**config.mk**
```make
export PLATFORM = sky130hd
export DESIGN_NAME = ps2_host_transmitter
export DESIGN_NICKNAME = d
export VERILOG_FILES = /design/src/rtl/ps2_host_transmitter.sv
export SDC_FILE = /design/constraint.sdc
export NUM_CORES = 1
export LEC_CHECK = 0
export CAP_MARGIN = 0
export CORE_MARGIN = 2
export CORE_UTILIZATION = 40
export DETAILED_ROUTE_END_ITERATION = 10
export SLEW_MARGIN = 20
export SYNTH_ARGS = -nofsm -noshare
export SYNTH_HDL_FRONTEND = slang
export SYNTH_SLANG_ARGS = --single-unit
```
**constraint.sdc**
```tcl
create_clock -name clock -period 4.3 [get_ports clock]
set_input_delay 0.43 -clock clock [delete_from_list [all_inputs] [get_ports clock]]
set_output_delay 0.43 -clock clock [all_outputs]
set_load 0.02 [all_outputs]
```
**src/rtl/ps2_host_transmitter.sv**
```systemverilog
// Host-to-device PS/2 command sender: inhibits the clock, requests to send, shifts
// one byte LSB first with odd parity and stop, then checks the device acknowledge.
module ps2_host_transmitter #(
  parameter int INHIBIT_CYCLES = 6000,
  parameter int REQUEST_CYCLES = 16,
  parameter int TIMEOUT_CYCLES = 1000000
) (
  input  logic       clock,
  input  logic       resetn,
  input  logic [7:0] iData,
  input  logic       iSend,
  input  logic       ps2_clock_in,
  input  logic       ps2_data_in,
  output logic       ps2_clock_oe,
  output logic       ps2_data_oe,
  output logic       oBusy,
  output logic       oDone,
  output logic       oError
);

  localparam int CMAX = (INHIBIT_CYCLES > REQUEST_CYCLES) ? INHIBIT_CYCLES : REQUEST_CYCLES;
  localparam int CW   = $clog2(CMAX);
  localparam int TW   = $clog2(TIMEOUT_CYCLES);

  typedef enum logic [2:0] {IDLE, INHIBIT, REQUEST, SHIFT, ACK, WAITIDLE} state_t;

  state_t        state;
  logic [2:0]    csync, dsync_r;
  logic [CW-1:0] cnt;
  logic [TW-1:0] tcnt;
  logic [3:0]    bitcnt;
  logic [9:0]    shreg;
  logic          ack_ok;
  logic          fall, dsync;

  // s0 = [0], s1 = [1], s2 = [2]; idle-high so reset never fakes a falling edge
  always_ff @(posedge clock or negedge resetn) begin
    if (!resetn) begin
      csync   <= '1;
      dsync_r <= '1;
    end else begin
      csync   <= {csync[1:0], ps2_clock_in};
      dsync_r <= {dsync_r[1:0], ps2_data_in};
    end
  end

  assign fall  = ~csync[1] & csync[2];
  assign dsync = dsync_r[2];

  always_ff @(posedge clock or negedge resetn) begin
    if (!resetn) begin
      state        <= IDLE;
      cnt          <= '0;
      tcnt         <= '0;
      bitcnt       <= '0;
      shreg        <= '0;
      ack_ok       <= 1'b0;
      ps2_clock_oe <= 1'b0;
      ps2_data_oe  <= 1'b0;
      oBusy        <= 1'b0;
      oDone        <= 1'b0;
      oError       <= 1'b0;
    end else begin
      oDone  <= 1'b0;
      oError <= 1'b0;
      case (state)
        IDLE: if (iSend) begin
          shreg        <= {1'b1, ~^iData, iData};
          cnt          <= '0;
          state        <= INHIBIT;
          ps2_clock_oe <= 1'b1;
          ps2_data_oe  <= 1'b0;
          oBusy        <= 1'b1;
        end
        INHIBIT: if (cnt == CW'(INHIBIT_CYCLES - 1)) begin
          cnt         <= '0;
          state       <= REQUEST;
          ps2_data_oe <= 1'b1;
        end else begin
          cnt <= cnt + CW'(1);
        end
        REQUEST: if (cnt == CW'(REQUEST_CYCLES - 1)) begin
          cnt          <= '0;
          bitcnt       <= '0;
          tcnt         <= '0;
          ps2_clock_oe <= 1'b0;
          state        <= SHIFT;
        end else begin
          cnt <= cnt + CW'(1);
        end
        default: begin
          // device-clocked phases share one watchdog from clock release to idle
          if (tcnt == TW'(TIMEOUT_CYCLES - 1)) begin
            state        <= IDLE;
            ps2_clock_oe <= 1'b0;
            ps2_data_oe  <= 1'b0;
            oBusy        <= 1'b0;
            oError       <= 1'b1;
          end else begin
            tcnt <= tcnt + TW'(1);
            case (state)
              SHIFT: if (fall) begin
                if (bitcnt == 4'd10) begin
                  state       <= ACK;
                  ps2_data_oe <= 1'b0;
                end else begin
                  ps2_data_oe <= ~shreg[bitcnt];
                  bitcnt      <= bitcnt + 4'd1;
                end
              end
              ACK: if (fall) begin
                ack_ok <= ~dsync;
                state  <= WAITIDLE;
              end
              WAITIDLE: if (csync[2] && dsync) begin
                state  <= IDLE;
                oBusy  <= 1'b0;
                oDone  <= ack_ok;
                oError <= ~ack_ok;
              end
              default: state <= IDLE;
            endcase
          end
        end
      endcase
    end
  end

endmodule
```
-- After elaboration in Yosys (flattened, before gate mapping)
Cells that the tools add are included.
- register bits after elaboration: 62
- bits of input ports: 13
- output and inout port bits: 5
- word-level logic and storage cells: 117
- add/sub/neg operators: 3
- magnitude comparators: 1
- equal/unequal tests: 18
- muxes and demuxes: 48
- bitwise operators: 11
- reductions and logical operators: 23
- operators with widths (kind ; number):
    $mux 20 ; 2
    $pmux 20 s2 ; 1
    $mux 13 ; 3
    $pmux 13 s3 ; 1
    $mux 3 ; 8
    $mux 1 ; 21
    $add 20x1->20 const B ; 1
    $eq 20x20->1 const B ; 1
    $mux 4 ; 5
    $ne 6x6->1 const B ; 3
    $pmux 3 s3 ; 2
    $add 13x1->13 const B ; 1
    $eq 13x13->1 const B ; 1
    $eq 13x4->1 const B ; 1
    $reduce_and 4->1 ; 3
    $reduce_bool 3->1 ; 4
    $not 1->1 ; 10
    $pmux 4 s2 ; 1
    $reduce_bool 4->1 ; 2
    $reduce_xnor 8->1 ; 1
    $reduce_and 7->1 ; 1
    $eq 3x2->1 const B ; 2
    $eq 3x3->1 const B ; 2
    $ne 2x2->1 const B ; 3
    other kinds (19) ; 24

-- Logic depth before layout (Yosys ltp)
Gate-level depths: netlist of the first run.
- depth after elaboration: 8
- gate-level depth with buffers: 9
- mapped depth without buffers: 8

-- Least setup slack after synthesis of the first run
OpenSTA, ideal clock, no wires.
- path type: reg-to-reg
- start point: reg tcnt[7]
- end point: reg tcnt[4]
- library setup time: 0.136 ns
- data arrival time: 2.082 ns
- required time: 4.164 ns
- setup slack: 2.081 ns
- cell stages (with the launch flop): 7
- path buffers: 0
- clock period less this slack: 2.219 ns
- path through: dfrtp_1 or4b_1 or4_4 or2_1 o22ai_2 or3_1 a21oi_1
- word-level cells in the longest chain between the ends: 3
- ends and longest elaborated chain (item ; line ; text):
    start: declaration ; 30 ; logic [TW-1:0] tcnt;
    start signal: assignment ; 100 ; tcnt <= tcnt + TW'(1);
    $eq 20x20->1 ; 93 ; if (tcnt == TW'(TIMEOUT_CYCLES - 1)) begin
    $ne 2x1->1 (no line) ; -- ;
    $reduce_and 3->1 (no line) ; -- ;
Every way passes these cells.
A chain may end at the register's enable or synchronous reset.

-- Worst setup path in the final report of the first run
- start point: reg tcnt[7]
- end point: reg tcnt[7]
- word-level cells in the longest chain between the ends: 3
- ends and longest elaborated chain (item ; line):
    $add 20x1->20 or $eq 20x20->1 (tied branches) ; 100, 93
    $mux 20 or $ne 2x1->1 (tied branches) ; --
    $pmux 20 s2 or $reduce_and 3->1 (tied branches) ; --
Parallel ways exist; a longest one is shown, timed or not. The select of a mux whose other input is x is not followed.

==> results of run 1 <==
## cell families (layout without fill, tap and decap cells)
kind of cell / count (synthesis) / in the layout / share of synthesized area (%)
AND/OR/NAND/NOR: 131 / 131 / 21.2
adder cells (fa/ha/maj): 4 / 4 / 1.58
multiplexers: 14 / 14 / 5.64
buffers and inverters: 19 / 45 / 2.29
flip-flops: 62 / 62 / 49.2
AO/OA/AOI/OAI: 70 / 70 / 13.5
XOR/XNOR: 24 / 24 / 6.63
## sequential cells by signal, summed over array words and instances (netlist names)
signal and flops:
tcnt 20, cnt 13, shreg 10, bitcnt 4, csync 3, dsync_r 3, state 3, ack_ok 1
oBusy 1, oDone 1, oError 1, ps2_clock_oe 1, ps2_data_oe 1
## routing by layer
layer	vias to the layer above	wire length, um	part of all wire (%)
met5	-	0	0
met1	1179	3280	50
met2	46	3010	46
met4	0	74	1.1
met3	7	213	3.2
li1	1212	-	-
## power breakdown
part           switching [mW]  internal [mW]  total [mW]  leakage (nW)
sequential              0.154          0.704       0.858         0.789
clock                   0.247          0.447       0.694         0.130
combinational           0.333          0.298       0.631         0.611
total                   0.734           1.45        2.18          1.53
## cell usage in the layout (no fill, tap or decap), types with 6 or more instances in the layout
master and instances:
sky130_fd_sc_hd__clkbuf_8 9, sky130_fd_sc_hd__dfstp_2 6, sky130_fd_sc_hd__xor2_1 6, sky130_fd_sc_hd__a21oi_1 10, sky130_fd_sc_hd__nor2_1 33, sky130_fd_sc_hd__xnor2_1 18
sky130_fd_sc_hd__nand4_1 6, sky130_fd_sc_hd__clkdlybuf4s50_1 16, sky130_fd_sc_hd__inv_1 8, sky130_fd_sc_hd__nand3_1 10, sky130_fd_sc_hd__nor3_1 12, sky130_fd_sc_hd__and3_1 13
sky130_fd_sc_hd__o21ai_0 34, sky130_fd_sc_hd__nand2_1 27, sky130_fd_sc_hd__dfrtp_1 56, sky130_fd_sc_hd__mux2_2 11
## synthesized netlist by cell type, types with 2 or more instances
cell type | instances | area (um^2)
sky130_fd_sc_hd__or4_1 | 2 | 15.0
sky130_fd_sc_hd__nand3b_1 | 2 | 15.0
sky130_fd_sc_hd__nor4_1 | 4 | 25.0
sky130_fd_sc_hd__nand3_1 | 10 | 50.1
sky130_fd_sc_hd__dfstp_2 | 6 | 158
sky130_fd_sc_hd__dfrtp_1 | 56 | 1400
sky130_fd_sc_hd__nand4_1 | 6 | 37.5
sky130_fd_sc_hd__nor2_1 | 33 | 124
sky130_fd_sc_hd__nand2b_1 | 3 | 18.8
sky130_fd_sc_hd__a22o_1 | 2 | 17.5
sky130_fd_sc_hd__mux2_2 | 11 | 124
sky130_fd_sc_hd__clkbuf_1 | 10 | 37.5
sky130_fd_sc_hd__o21a_1 | 2 | 15.0
sky130_fd_sc_hd__o21ai_1 | 4 | 20.0
sky130_fd_sc_hd__and3b_1 | 2 | 17.5
sky130_fd_sc_hd__or3b_2 | 2 | 17.5
sky130_fd_sc_hd__a21oi_1 | 10 | 50.1
sky130_fd_sc_hd__nor3_1 | 12 | 60.1
sky130_fd_sc_hd__a31oi_1 | 2 | 12.5
sky130_fd_sc_hd__nor2b_1 | 2 | 12.5
sky130_fd_sc_hd__o211ai_1 | 2 | 15.0
sky130_fd_sc_hd__xnor2_1 | 18 | 158
sky130_fd_sc_hd__ha_1 | 4 | 50.1
sky130_fd_sc_hd__xor2_1 | 6 | 52.6
sky130_fd_sc_hd__inv_1 | 8 | 30.0
sky130_fd_sc_hd__and3_1 | 13 | 81.3
sky130_fd_sc_hd__or3_1 | 5 | 31.3
sky130_fd_sc_hd__o21ai_0 | 34 | 170
sky130_fd_sc_hd__mux4_2 | 2 | 45.0
sky130_fd_sc_hd__nand2_1 | 27 | 101
## cell type report
cell class	count	area (um^2)	share of cell area, %
clock inverter	7	145	3.88
sequential	62	1560	41.7
inverter	8	30.0	0.803
tap	102	128	3.41
timing repair buffer	21	198	5.29
multi-input combinational	243	1550	41.6
clock buffer	9	124	3.31
## critical path: cells and delay by family (launching register included)
kind             cells  cell delay (ns)
AND/OR/NAND/NOR      4             1.29
AO/OA/AOI/OAI        1             0.68
XOR/XNOR             1             0.18
flip-flops           1             0.42
## how the worst min path moves through the flow
stage	start	end	slack (ns)
floorplan	resetn	ack_ok	0.13
global route	csync[0]	csync[1]	0.36
global placement	resetn	tcnt[16]	0.30
CTS	csync[0]	csync[1]	0.36
finish	csync[0]	csync[1]	0.36
detailed placement	resetn	tcnt[16]	0.30
## timing repair
item                                   4_1_cts  5_1_grt
hold buffers                                 1        0
setup buffers                                0        0
endpoints found under the hold margin        8        0
## per-stage QoR
step / std cells / area [um^2] / total power, mW / worst slack, ns
floorplan: 324 / 3170 / 1.31 / 2.08
global placement: 435 / 3450 / 1.48 / 1.70
detailed placement: 435 / 3450 / 1.50 / 1.57
CTS: 452 / 3730 / 2.20 / 1.59
global route: 452 / 3740 / 2.34 / 1.37
finish: 452 / 3740 / 2.18 / 1.61
==> tab_implementation.tex, run 1 <==
\begin{tabular}{lr}
\hline
Metric & Value \\
\hline
\multicolumn{2}{l}{\textbf{Status}} \\
\quad Status & complete, no violations \\
\multicolumn{2}{l}{\textbf{Setup path}} \\
\quad Worst r2r src & tcnt[7] \\
\quad Master of the slowest instance on the critical path & sky130\_fd\_sc\_hd\_\_o21ai\_1 \\
\quad Data arrival at the endpoint of the critical path & 2.91 ns \\
\quad Class of the most critical setup path & reg -> reg \\
\quad Required time worst endpoint & 4.52 ns \\
\quad FF-to-FF setup slack & 1.61 ns \\
\quad Critical Path Sink Type & flop \\
\quad CP Capture Point & tcnt[7] \\
\quad Stage delay of the slowest cell on the critical path & 0.68 ns \\
\quad Launching element of the worst setup path & tcnt[7] \\
\quad End of the worst register-to-register path & tcnt[7] \\
\quad Kind of start point of the critical path & flop \\
\quad Crit path cell chain & or4b\_1 -> or4\_4 -> o21ai\_1 -> nor3\_1 -> xnor2\_1 -> nor2\_1 \\
\quad Worst R2R Path Depth & 6 \\
\quad Highest net fanout along the worst path & 13 \\
\multicolumn{2}{l}{\textbf{Cells and area}} \\
\quad Proportion of layout cells with a drive suffix above 1 & 13.4\% \\
\quad Antenna Diode Count & 0 \\
\quad Utilization after layout & 48.6\% \\
\quad Post-layout net count & 362 \\
\quad Final-layout fill cell count & 723 \\
\quad Layout-stage area growth over the synthesis result & 17.9\% \\
\multicolumn{2}{l}{\textbf{Logic synthesis}} \\
\quad Sequential area share after synthesis & 49.2\% \\
\quad Flip-flop cell with the highest count after synthesis & sky130\_fd\_sc\_hd\_\_dfrtp\_1 \\
\quad Syn Area/Cell & 9.79 um\^{}2 \\
\quad Synthesis-stage register bit count & 62 \\
\quad Synth Instances & 324 \\
\quad Count of flip-flops with a built-in enable after synthesis & 0 \\
\quad Post-synth ARST share & 100\% \\
\quad Distinct cell type count of the synthesized netlist & 54 \\
\quad Ys Warns & 0 \\
\quad Net count after synthesis & 341 \\
\quad Summed instance area of the synthesized netlist & 0.00317 mm\^{}2 \\
\multicolumn{2}{l}{\textbf{CTS}} \\
\quad Clock transition at the registers of the reported paths & 0.08 ns \\
\quad Clock latency of the later-clocked register in the worst-skew pair & 0.34 ns \\
\quad Clock sink count & 62 \\
\quad Htree depth & 3 \\
\quad Max Buffers Root-to-Sink & 2 \\
\quad Number of CTS-inserted buffers & 9 \\
\quad Clock root cell & sky130\_fd\_sc\_hd\_\_clkbuf\_8 \\
\quad Post-cts repair resize count & 0 \\
\quad TritonCTS clock tree & built \\
\multicolumn{2}{l}{\textbf{STA}} \\
\quad Final Max Tran Viols & 0 \\
\quad Setup TNS & 0 ns \\
\quad Period utilisation layout & 62.6\% \\
\quad Final Hold Vio Count & 0 \\
\quad Setup violators final & 0 \\
\quad Max-Slew Margin vs Limit & 43.3\% \\
\quad Unrepaired setup endpoints after global routing & no \\
\quad Setup clock skew after layout & 0.0138 ns \\
\quad Worst hold slack across all endpoints & 0.358 ns \\
\quad Min Tclk post-route & 2.69 ns \\
\quad Fmax & 372 MHz \\
\quad Worst-Margin Slew & 0.845 ns \\
\multicolumn{2}{l}{\textbf{Detailed routing}} \\
\quad Via density per instance & 5.41 \\
\quad Iteration-0 DRC count of the detailed router & 159 \\
\quad Detailed-route via count & 2,444 \\
\quad Count of unresolved DRC violations after routing & 0 \\
\quad TritonRoute pass-1 iters & 4 \\
\quad Detailed-route wire length per cell & 14.6 um \\
\quad Total Routed Length & 6.58 mm \\
\quad Number of nets still failing antenna checks after routing & 0 \\
\multicolumn{2}{l}{\textbf{Placement}} \\
\quad IO Port Bufs & 17 \\
\quad GP Congestion & 0.810 \\
\quad Half-perimeter wire length of the detailed placement result & 4.41 mm \\
\multicolumn{2}{l}{\textbf{Power and ir drop}} \\
\quad Pwr dens & 584 mW/mm\^{}2 \\
\quad Leakage dissipation & 1.53 nW \\
\quad Peak supply drop & 0.343 mV \\
\multicolumn{2}{l}{\textbf{GRT}} \\
\quad Met3 track demand over resource & 3.79\% \\
\quad GR Layer Usage met2 & 26.1\% \\
\quad Number of antenna violations at the first check in global routing & 0 \\
\quad Wire length of the first global-routing pass & 11.7 mm \\
\quad Total GRT Usage & 17.0\% \\
\quad Aggregate global routing overflow & 0 \\
\quad Met1 track utilization from global routing & 23.8\% \\
\quad Pin count of the biggest net entering global routing & 55 \\
\quad Number of global-route vias before repair & 2,468 \\
\quad Global-route layer with the greatest usage & met2 \\
\multicolumn{2}{l}{\textbf{Floorplan}} \\
\quad Core area & 0.00769 mm\^{}2 \\
\quad Starting density of the core & 41.2\% \\
\quad Site Rows & 32 \\
\quad Die W & 93.0 um \\
\quad Die Y & 93.0 um \\
\quad Die area & 0.00865 mm\^{}2 \\
\quad Io pins & 18 \\
\multicolumn{2}{l}{\textbf{Run}} \\
\quad Max-Cap Viols & 0 \\
\multicolumn{2}{l}{\textbf{Worst hold path}} \\
\quad Number of stages on the worst hold path & 0 \\
\quad Kind of path behind the tightest hold check & reg -> reg \\
\hline
\end{tabular}
Note: power is estimated with default switching activity, not from simulation.
==> inputs of run 2 (changes only) <==
==> constraint.sdc (replaced) <==
create_clock -name clock -period 2.6 [get_ports clock]
set_input_delay 0.26 -clock clock [delete_from_list [all_inputs] [get_ports clock]]
set_output_delay 0.26 -clock clock [all_outputs]
set_load 0.02 [all_outputs]
==> run 2 against run 1 <==
First-iteration DRC count shrank 52%. Sequential cell count is the same. Worst setup slack lost 1.4 ns. Sequential share of layout area shrank 0.35 points. Clock power grew 57%. Highest routed layer unchanged. Critical path type unchanged. Combinational power grew 79%.
==> tab_implementation.tex, run 2 (synthesized netlist as in run 1, its figures left out) <==
\begin{tabular}{lr}
\hline
Metric & Value \\
\hline
\multicolumn{2}{l}{\textbf{Cells and area}} \\
\quad Largest registers & tcnt: 20 flops, cnt: 13 flops, shreg: 10 flops \\
\quad Proportion of layout cells with a drive suffix above 1 & 15.1\% (+1.7 points) \\
\quad Commonest non-fill, non-tap cell in the layout & sky130\_fd\_sc\_hd\_\_dfrtp\_1 \\
\quad Register bank with the most flops & tcnt \\
\quad Most used cells in the layout excluding fill and tap cells & sky130\_fd\_sc\_hd\_\_dfrtp\_1 (56), sky130\_fd\_sc\_hd\_\_o21ai\_0 (34), sky130\_fd\_sc\_hd\_\_nor2\_1 (33), sky130\_fd\_sc\_hd\_\_nand2\_1 (27), sky130\_fd\_sc\_hd\_\_xnor2\_1 (18) \\
\quad Post-layout net count & 369 (+1.9\%) \\
\quad Number of flip-flops under the largest register name & 20 (unchanged) \\
\quad Antenna Diode Count & 0 (unchanged) \\
\quad Layout-stage area growth over the synthesis result & 18.9\% \\
\multicolumn{2}{l}{\textbf{CTS}} \\
\quad TritonCTS clock tree & built \\
\quad Max Buffers Root-to-Sink & 2 (unchanged) \\
\quad Clock transition at the registers of the reported paths & 0.07 ns (about the same) \\
\quad Clock latency of the later-clocked register in the worst-skew pair & 0.34 ns (about the same) \\
\quad Number of setup buffers added after CTS & 0 (unchanged) \\
\quad Clock sink count & 62 (unchanged) \\
\quad Clock root cell & sky130\_fd\_sc\_hd\_\_clkbuf\_8 \\
\quad Number of CTS-inserted buffers & 9 (unchanged) \\
\quad Cts-stage hold buffer count & 0 (-1) \\
\quad Htree depth & 3 (unchanged) \\
\quad Post-cts repair resize count & 0 (unchanged) \\
\multicolumn{2}{l}{\textbf{Setup path}} \\
\quad Data arrival at the endpoint of the critical path & 2.66 ns (-0.25 ns) \\
\quad Cell class contributing the biggest share of worst-path delay & simple AND/OR/NAND/NOR gates \\
\quad FF-to-FF setup slack & 0.19 ns (-1.42 ns) \\
\quad Crit path cell chain & or4b\_1 -> or4\_4 -> or2\_1 -> o22ai\_2 -> nor2\_1 -> o32ai\_1 \\
\quad Critical Path Sink Type & flop \\
\quad Kind of start point of the critical path & flop \\
\quad Required time worst endpoint & 2.84 ns (-1.68 ns) \\
\quad Master of the slowest instance on the critical path & sky130\_fd\_sc\_hd\_\_or4b\_1 \\
\quad Class of the most critical setup path & reg -> reg \\
\quad Highest net fanout along the worst path & 5 (-8) \\
\quad WP buf/inv & 0 (unchanged) \\
\quad Stage delay of the slowest cell on the critical path & 0.54 ns (-0.14 ns) \\
\multicolumn{2}{l}{\textbf{GRT}} \\
\quad Number of antenna violations at the first check in global routing & 0 (unchanged) \\
\quad Total GRT Usage & 16.7\% (-0.27 points) \\
\quad Wire length of the first global-routing pass & 11.5 mm (-1.6\%) \\
\quad Aggregate global routing overflow & 0 (unchanged) \\
\quad Pin count of the biggest net entering global routing & 63 (+15\%) \\
\quad Number of global-route vias before repair & 2,378 (-3.6\%) \\
\multicolumn{2}{l}{\textbf{Detailed routing}} \\
\quad Number of nets still failing antenna checks after routing & 0 (unchanged) \\
\quad Via density per instance & 5.31 (-1.8\%) \\
\quad Detailed-route via count & 2,437 (-0.29\%) \\
\quad Count of unresolved DRC violations after routing & 0 (unchanged) \\
\quad Total Routed Length & 6.58 mm (about the same) \\
\quad Iteration-0 DRC count of the detailed router & 76 (-52\%) \\
\quad TritonRoute pass-1 iters & 4 (unchanged) \\
\quad Detailed-route wire length per cell & 14.3 um (-1.5\%) \\
\multicolumn{2}{l}{\textbf{Floorplan}} \\
\quad Die area & 0.00865 mm\^{}2 (unchanged) \\
\quad Io pins & 18 (unchanged) \\
\quad Die Y & 93.0 um (unchanged) \\
\quad Starting density of the core & 41.2\% (unchanged) \\
\quad Site Rows & 32 (unchanged) \\
\quad Die W & 93.0 um (unchanged) \\
\quad Core area & 0.00769 mm\^{}2 (unchanged) \\
\multicolumn{2}{l}{\textbf{Run}} \\
\quad Max-Cap Viols & 0 (unchanged) \\
\multicolumn{2}{l}{\textbf{STA}} \\
\quad Final Hold Vio Count & 0 (unchanged) \\
\quad Setup violators final & 0 (unchanged) \\
\quad Setup TNS & 0 ns (unchanged) \\
\quad Final Max Tran Viols & 0 (unchanged) \\
\quad Min Tclk post-route & 2.41 ns (-0.276 ns) \\
\quad Worst-Margin Slew & 0.859 ns (+0.0140 ns) \\
\quad Setup clock skew after layout & 0.00944 ns (-0.00441 ns) \\
\quad Unrepaired setup endpoints after global routing & no \\
\quad Period utilisation layout & 92.9\% (+30 points) \\
\quad Max-Slew Margin vs Limit & 42.7\% (-0.55 points) \\
\quad Worst hold slack across all endpoints & 0.0861 ns (-0.272 ns) \\
\quad Fmax & 414 MHz (+11\%) \\
\multicolumn{2}{l}{\textbf{Power and ir drop}} \\
\quad Peak supply drop & 0.460 mV (+34\%) \\
\quad Pwr dens & 954 mW/mm\^{}2 (+63\%) \\
\quad Leakage dissipation & 1.56 nW (+1.9\%) \\
\multicolumn{2}{l}{\textbf{Status}} \\
\quad Status & complete, no violations \\
\multicolumn{2}{l}{\textbf{Worst hold path}} \\
\quad Kind of path behind the tightest hold check & in -> async \\
\multicolumn{2}{l}{\textbf{Placement}} \\
\quad GP Congestion & 0.782 (-3.4\%) \\
\quad IO Port Bufs & 17 (unchanged) \\
\quad Half-perimeter wire length of the detailed placement result & 4.37 mm (-1.0\%) \\
\hline
\end{tabular}
-- run 2: per-layer routing --
layer  global-route usage (%)  vias to the layer above  wire length (um)
met1                     23.8                     1168              3340
li1                         -                     1218                 -
met4                     6.99                        0                86
met5                        0                        -                 0
met3                     3.55                        9               203
met2                     24.8                       42              2950
-- run 2: layout make-up --
cell class                      instances  area [um^2]
Multi-Input combinational cell        243         1550
Clock inverter                          3         90.1
Tap cell                              102          128
Fill cell                             751         3920
Inverter                                8         30.0
Sequential cell                        62         1560
Timing Repair Buffer                   28          248
Clock buffer                           13          169
-- run 2: worst paths after layout --
kind,cells past startpoint,startpoint,endpoint
max,6,tcnt[7],bitcnt[1]
min,2,resetn,tcnt[3]
max reg2reg,6,tcnt[7],bitcnt[1]
min reg2reg,0,csync[0],csync[1]
max in group asynchronous,2,resetn,shreg[1]
min in group clock,1,ps2_clock_in,csync[0]
-- run 2: power breakdown --
part	internal, mW	switching, mW
Sequential	1.17	0.204
Combinational	0.530	0.604
Clock	0.716	0.373
-- run 2: per-stage QoR --
stage	setup WS (ns)	total power [mW]	util (%)	instance area [um^2]	std cells
after detailed placement	0.187	2.52	45.7	3510	443
after CTS	0.175	3.64	49.0	3770	459
final	0.186	3.59	49.0	3770	459
after floorplan	0.381	2.17	-	3170	324
after global routing	0.0809	3.86	49.0	3770	459
after global placement	0.261	2.50	45.7	3510	443
==> inputs of run 3 (changes only) <==
--- a/config.mk
+++ b/config.mk
@@ -9,6 +9,8 @@
 export CORE_MARGIN = 2
 export CORE_UTILIZATION = 40
 export DETAILED_ROUTE_END_ITERATION = 10
+export PLACE_DENSITY = 0.65
+export SETUP_SLACK_MARGIN = 0.15
 export SLEW_MARGIN = 20
 export SYNTH_ARGS = -nofsm -noshare
 export SYNTH_HDL_FRONTEND = slang
==> constraint.sdc (replaced) <==
create_clock -name clock -period 2.35 [get_ports clock]
set_input_delay 0.235 -clock clock [delete_from_list [all_inputs] [get_ports clock]]
set_output_delay 0.235 -clock clock [all_outputs]
set_load 0.02 [all_outputs]
==> run 3 against run 2 <==
Register-to-register slack got worse by 0.11 ns. Total power increased by 12%. Global-route usage shrank 0.11 points. Critical path depth rose by 2. Clock skew decreased by 0.0015 ns. Worst hold slack better by 0.22 ns.
==> tab_implementation.tex, run 3 (synthesized netlist as in run 1, its figures left out) <==
\begin{tabular}{lr}
\hline
Metric & Value \\
\hline
\multicolumn{2}{l}{\textbf{STA}} \\
\quad Setup TNS & 0 ns (unchanged) \\
\quad Setup clock skew after layout & 0.00793 ns (-0.00151 ns) \\
\quad Final Max Tran Viols & 0 (unchanged) \\
\quad Min Tclk post-route & 2.28 ns (-0.135 ns) \\
\quad Unrepaired setup endpoints after global routing & yes \\
\quad Final Hold Vio Count & 0 (unchanged) \\
\quad Worst-Margin Slew & 0.406 ns (-0.453 ns) \\
\quad Fmax & 439 MHz (+5.9\%) \\
\quad Setup violators final & 0 (unchanged) \\
\quad Period utilisation layout & 97.0\% (+4.1 points) \\
\quad Max-Slew Margin vs Limit & 72.8\% (+30 points) \\
\multicolumn{2}{l}{\textbf{GRT}} \\
\quad Total GRT Usage & 16.6\% (-0.11 points) \\
\quad Number of global-route vias before repair & 2,417 (+1.6\%) \\
\quad Number of antenna violations at the first check in global routing & 0 (unchanged) \\
\quad Wire length of the first global-routing pass & 11.4 mm (-0.48\%) \\
\quad Pin count of the biggest net entering global routing & 63 (unchanged) \\
\quad Aggregate global routing overflow & 0 (unchanged) \\
\multicolumn{2}{l}{\textbf{CTS}} \\
\quad Max Buffers Root-to-Sink & 2 (unchanged) \\
\quad Clock latency of the later-clocked register in the worst-skew pair & 0.33 ns (about the same) \\
\quad Clock sink count & 62 (unchanged) \\
\quad Clock root cell & sky130\_fd\_sc\_hd\_\_clkbuf\_8 \\
\quad TritonCTS clock tree & built \\
\quad Number of CTS-inserted buffers & 9 (unchanged) \\
\quad Clock transition at the registers of the reported paths & 0.07 ns (about the same) \\
\quad Htree depth & 3 (unchanged) \\
\multicolumn{2}{l}{\textbf{Setup path}} \\
\quad Required time worst endpoint & 2.56 ns (-0.28 ns) \\
\quad Data arrival at the endpoint of the critical path & 2.49 ns (-0.17 ns) \\
\quad Worst R2R Path Depth & 8 (+2) \\
\quad FF-to-FF setup slack & 0.07 ns (-0.11 ns) \\
\quad Highest net fanout along the worst path & 7 (+2) \\
\quad Worst r2r src & tcnt[8] \\
\quad Stage delay of the slowest cell on the critical path & 0.54 ns (about the same) \\
\quad Master of the slowest instance on the critical path & sky130\_fd\_sc\_hd\_\_or4\_4 \\
\quad Crit path cell chain & or4b\_1 -> or4\_4 -> buf\_6 -> o21ai\_4 -> buf\_6 -> nor3\_1 -> xnor2\_1 -> nor2\_1 \\
\quad Critical Path Sink Type & flop \\
\quad End of the worst register-to-register path & tcnt[9] \\
\quad Cell repeated most along the worst path & sky130\_fd\_sc\_hd\_\_buf\_6 \\
\quad Class of the most critical setup path & reg -> reg \\
\quad Kind of start point of the critical path & flop \\
\multicolumn{2}{l}{\textbf{Placement}} \\
\quad Half-perimeter wire length of the detailed placement result & 4.52 mm (+3.5\%) \\
\quad IO Port Bufs & 17 (unchanged) \\
\quad GP Congestion & 0.806 (+3.0\%) \\
\quad Placed instance count & 449 (+1.4\%) \\
\multicolumn{2}{l}{\textbf{Floorplan}} \\
\quad Die Y & 93.0 um (unchanged) \\
\quad Site Rows & 32 (unchanged) \\
\quad Core area & 0.00769 mm\^{}2 (unchanged) \\
\quad Die area & 0.00865 mm\^{}2 (unchanged) \\
\quad Starting density of the core & 41.2\% (unchanged) \\
\quad Die W & 93.0 um (unchanged) \\
\quad Io pins & 18 (unchanged) \\
\multicolumn{2}{l}{\textbf{Worst hold path}} \\
\quad Kind of path behind the tightest hold check & in -> reg \\
\quad Destination of the worst hold path & csync[0] \\
\quad Number of stages on the worst hold path & 1 \\
\quad Beginning of the worst hold path & ps2\_clock\_in \\
\multicolumn{2}{l}{\textbf{Cells and area}} \\
\quad Proportion of layout cells with a drive suffix above 1 & 23.5\% (+8.4 points) \\
\quad Commonest non-fill, non-tap cell in the layout & sky130\_fd\_sc\_hd\_\_dfrtp\_1 \\
\quad Register bank with the most flops & tcnt \\
\quad Final cell count without fillers & 472 (+2.8\%) \\
\quad Post-layout net count & 382 (+3.5\%) \\
\quad Most used cells in the layout excluding fill and tap cells & sky130\_fd\_sc\_hd\_\_dfrtp\_1 (55), sky130\_fd\_sc\_hd\_\_nor2\_1 (31), sky130\_fd\_sc\_hd\_\_o21ai\_0 (31), sky130\_fd\_sc\_hd\_\_nand2\_1 (26), sky130\_fd\_sc\_hd\_\_buf\_4 (19) \\
\quad Number of flip-flops under the largest register name & 20 (unchanged) \\
\quad Layout-stage area growth over the synthesis result & 26.0\% \\
\quad Largest registers & tcnt: 20 flops, cnt: 13 flops, shreg: 10 flops \\
\quad Antenna Diode Count & 0 (unchanged) \\
\multicolumn{2}{l}{\textbf{Detailed routing}} \\
\quad Total Routed Length & 7.02 mm (+6.7\%) \\
\quad Detailed-route wire length per cell & 14.9 um (+3.8\%) \\
\quad Number of nets still failing antenna checks after routing & 0 (unchanged) \\
\quad Via density per instance & 5.40 (+1.6\%) \\
\quad TritonRoute pass-1 iters & 4 (unchanged) \\
\quad Count of unresolved DRC violations after routing & 0 (unchanged) \\
\quad Detailed-route via count & 2,547 (+4.5\%) \\
\quad Iteration-0 DRC count of the detailed router & 163 (+110\%) \\
\multicolumn{2}{l}{\textbf{Status}} \\
\quad Status & complete, no violations \\
\multicolumn{2}{l}{\textbf{Power and ir drop}} \\
\quad Peak supply drop & 0.530 mV (+15\%) \\
\quad Pwr dens & 1000 mW/mm\^{}2 (+5.3\%) \\
\quad Leakage dissipation & 1.67 nW (+7.4\%) \\
\multicolumn{2}{l}{\textbf{Run}} \\
\quad Max-Cap Viols & 0 (unchanged) \\
\hline
\end{tabular}
[run 3: area by class of cell]
type | count | area (um^2)
fillers | 711 | 3690
flip-flops and latches | 62 | 1560
well taps | 102 | 128
multi-input cells | 243 | 1690
clock inverters | 3 | 40.0
clock buffers | 13 | 179
inverters | 8 | 30.0
repair buffers | 41 | 372
[run 3: worst max path at each step]
stage,startpoint,endpoint,depth (start not counted)
after floorplan,tcnt[7],tcnt[8],7
after global placement,tcnt[8],tcnt[4],6
after detailed placement,tcnt[8],ps2_clock_oe,6
after CTS,tcnt[7],tcnt[4],6
after global routing,tcnt[7],tcnt[11],8
final,tcnt[8],tcnt[9],8
[run 3: where the power goes]
part           internal (mW)  switching [mW]  leakage [nW]
Clock                  0.602           0.405         0.115
Combinational          0.694           0.823         0.771
Sequential              1.29           0.195         0.788
[run 3: metrics by stage]
| step | cell area (um^2) | hold slack [ns] | utilization [%] | setup slack, ns | power [mW] |
|---|---|---|---|---|---|
| floorplan | 3170 | -0.0606 | - | 0.151 | 2.40 |
| global placement | 3570 | 0.282 | 46.4 | 0.114 | 2.80 |
| detailed placement | 3570 | 0.275 | 46.4 | 0.0415 | 2.83 |
| CTS | 3830 | 0.294 | 49.9 | 0.117 | 3.88 |
| global route | 4000 | 0.301 | 52.0 | -0.0158 | 4.27 |
| finish | 4000 | 0.309 | 52.0 | 0.0711 | 4.01 |
[run 3: layer usage]
layer | wire length, um | share of wire, % | track usage (%)
met2 | 3420 | 49 | 26.8
met3 | 169 | 2.4 | 2.42
met5 | 0 | 0 | 0
met1 | 3370 | 48 | 22.6
met4 | 67 | 0.95 | 6.99
[run 3: what timing repair did]
item,in CTS,in global routing
endpoints found under the setup margin,13,21
pin swaps,2,7
setup buffers,2,4
endpoints found under the hold margin,56,0
gates resized for setup,5,29
cloned,0,0
hold buffers,1,0
[run 3: worst max-delay path: cells and delay by family, from the launching register on]
family	cells	cell delay [ns]
AOI/OAI and AO/OA	1	0.15
xor gates and xnor gates	1	0.15
buffers and inverters	2	0.31
DFF	1	0.39
and+or+nand+nor	4	1.16
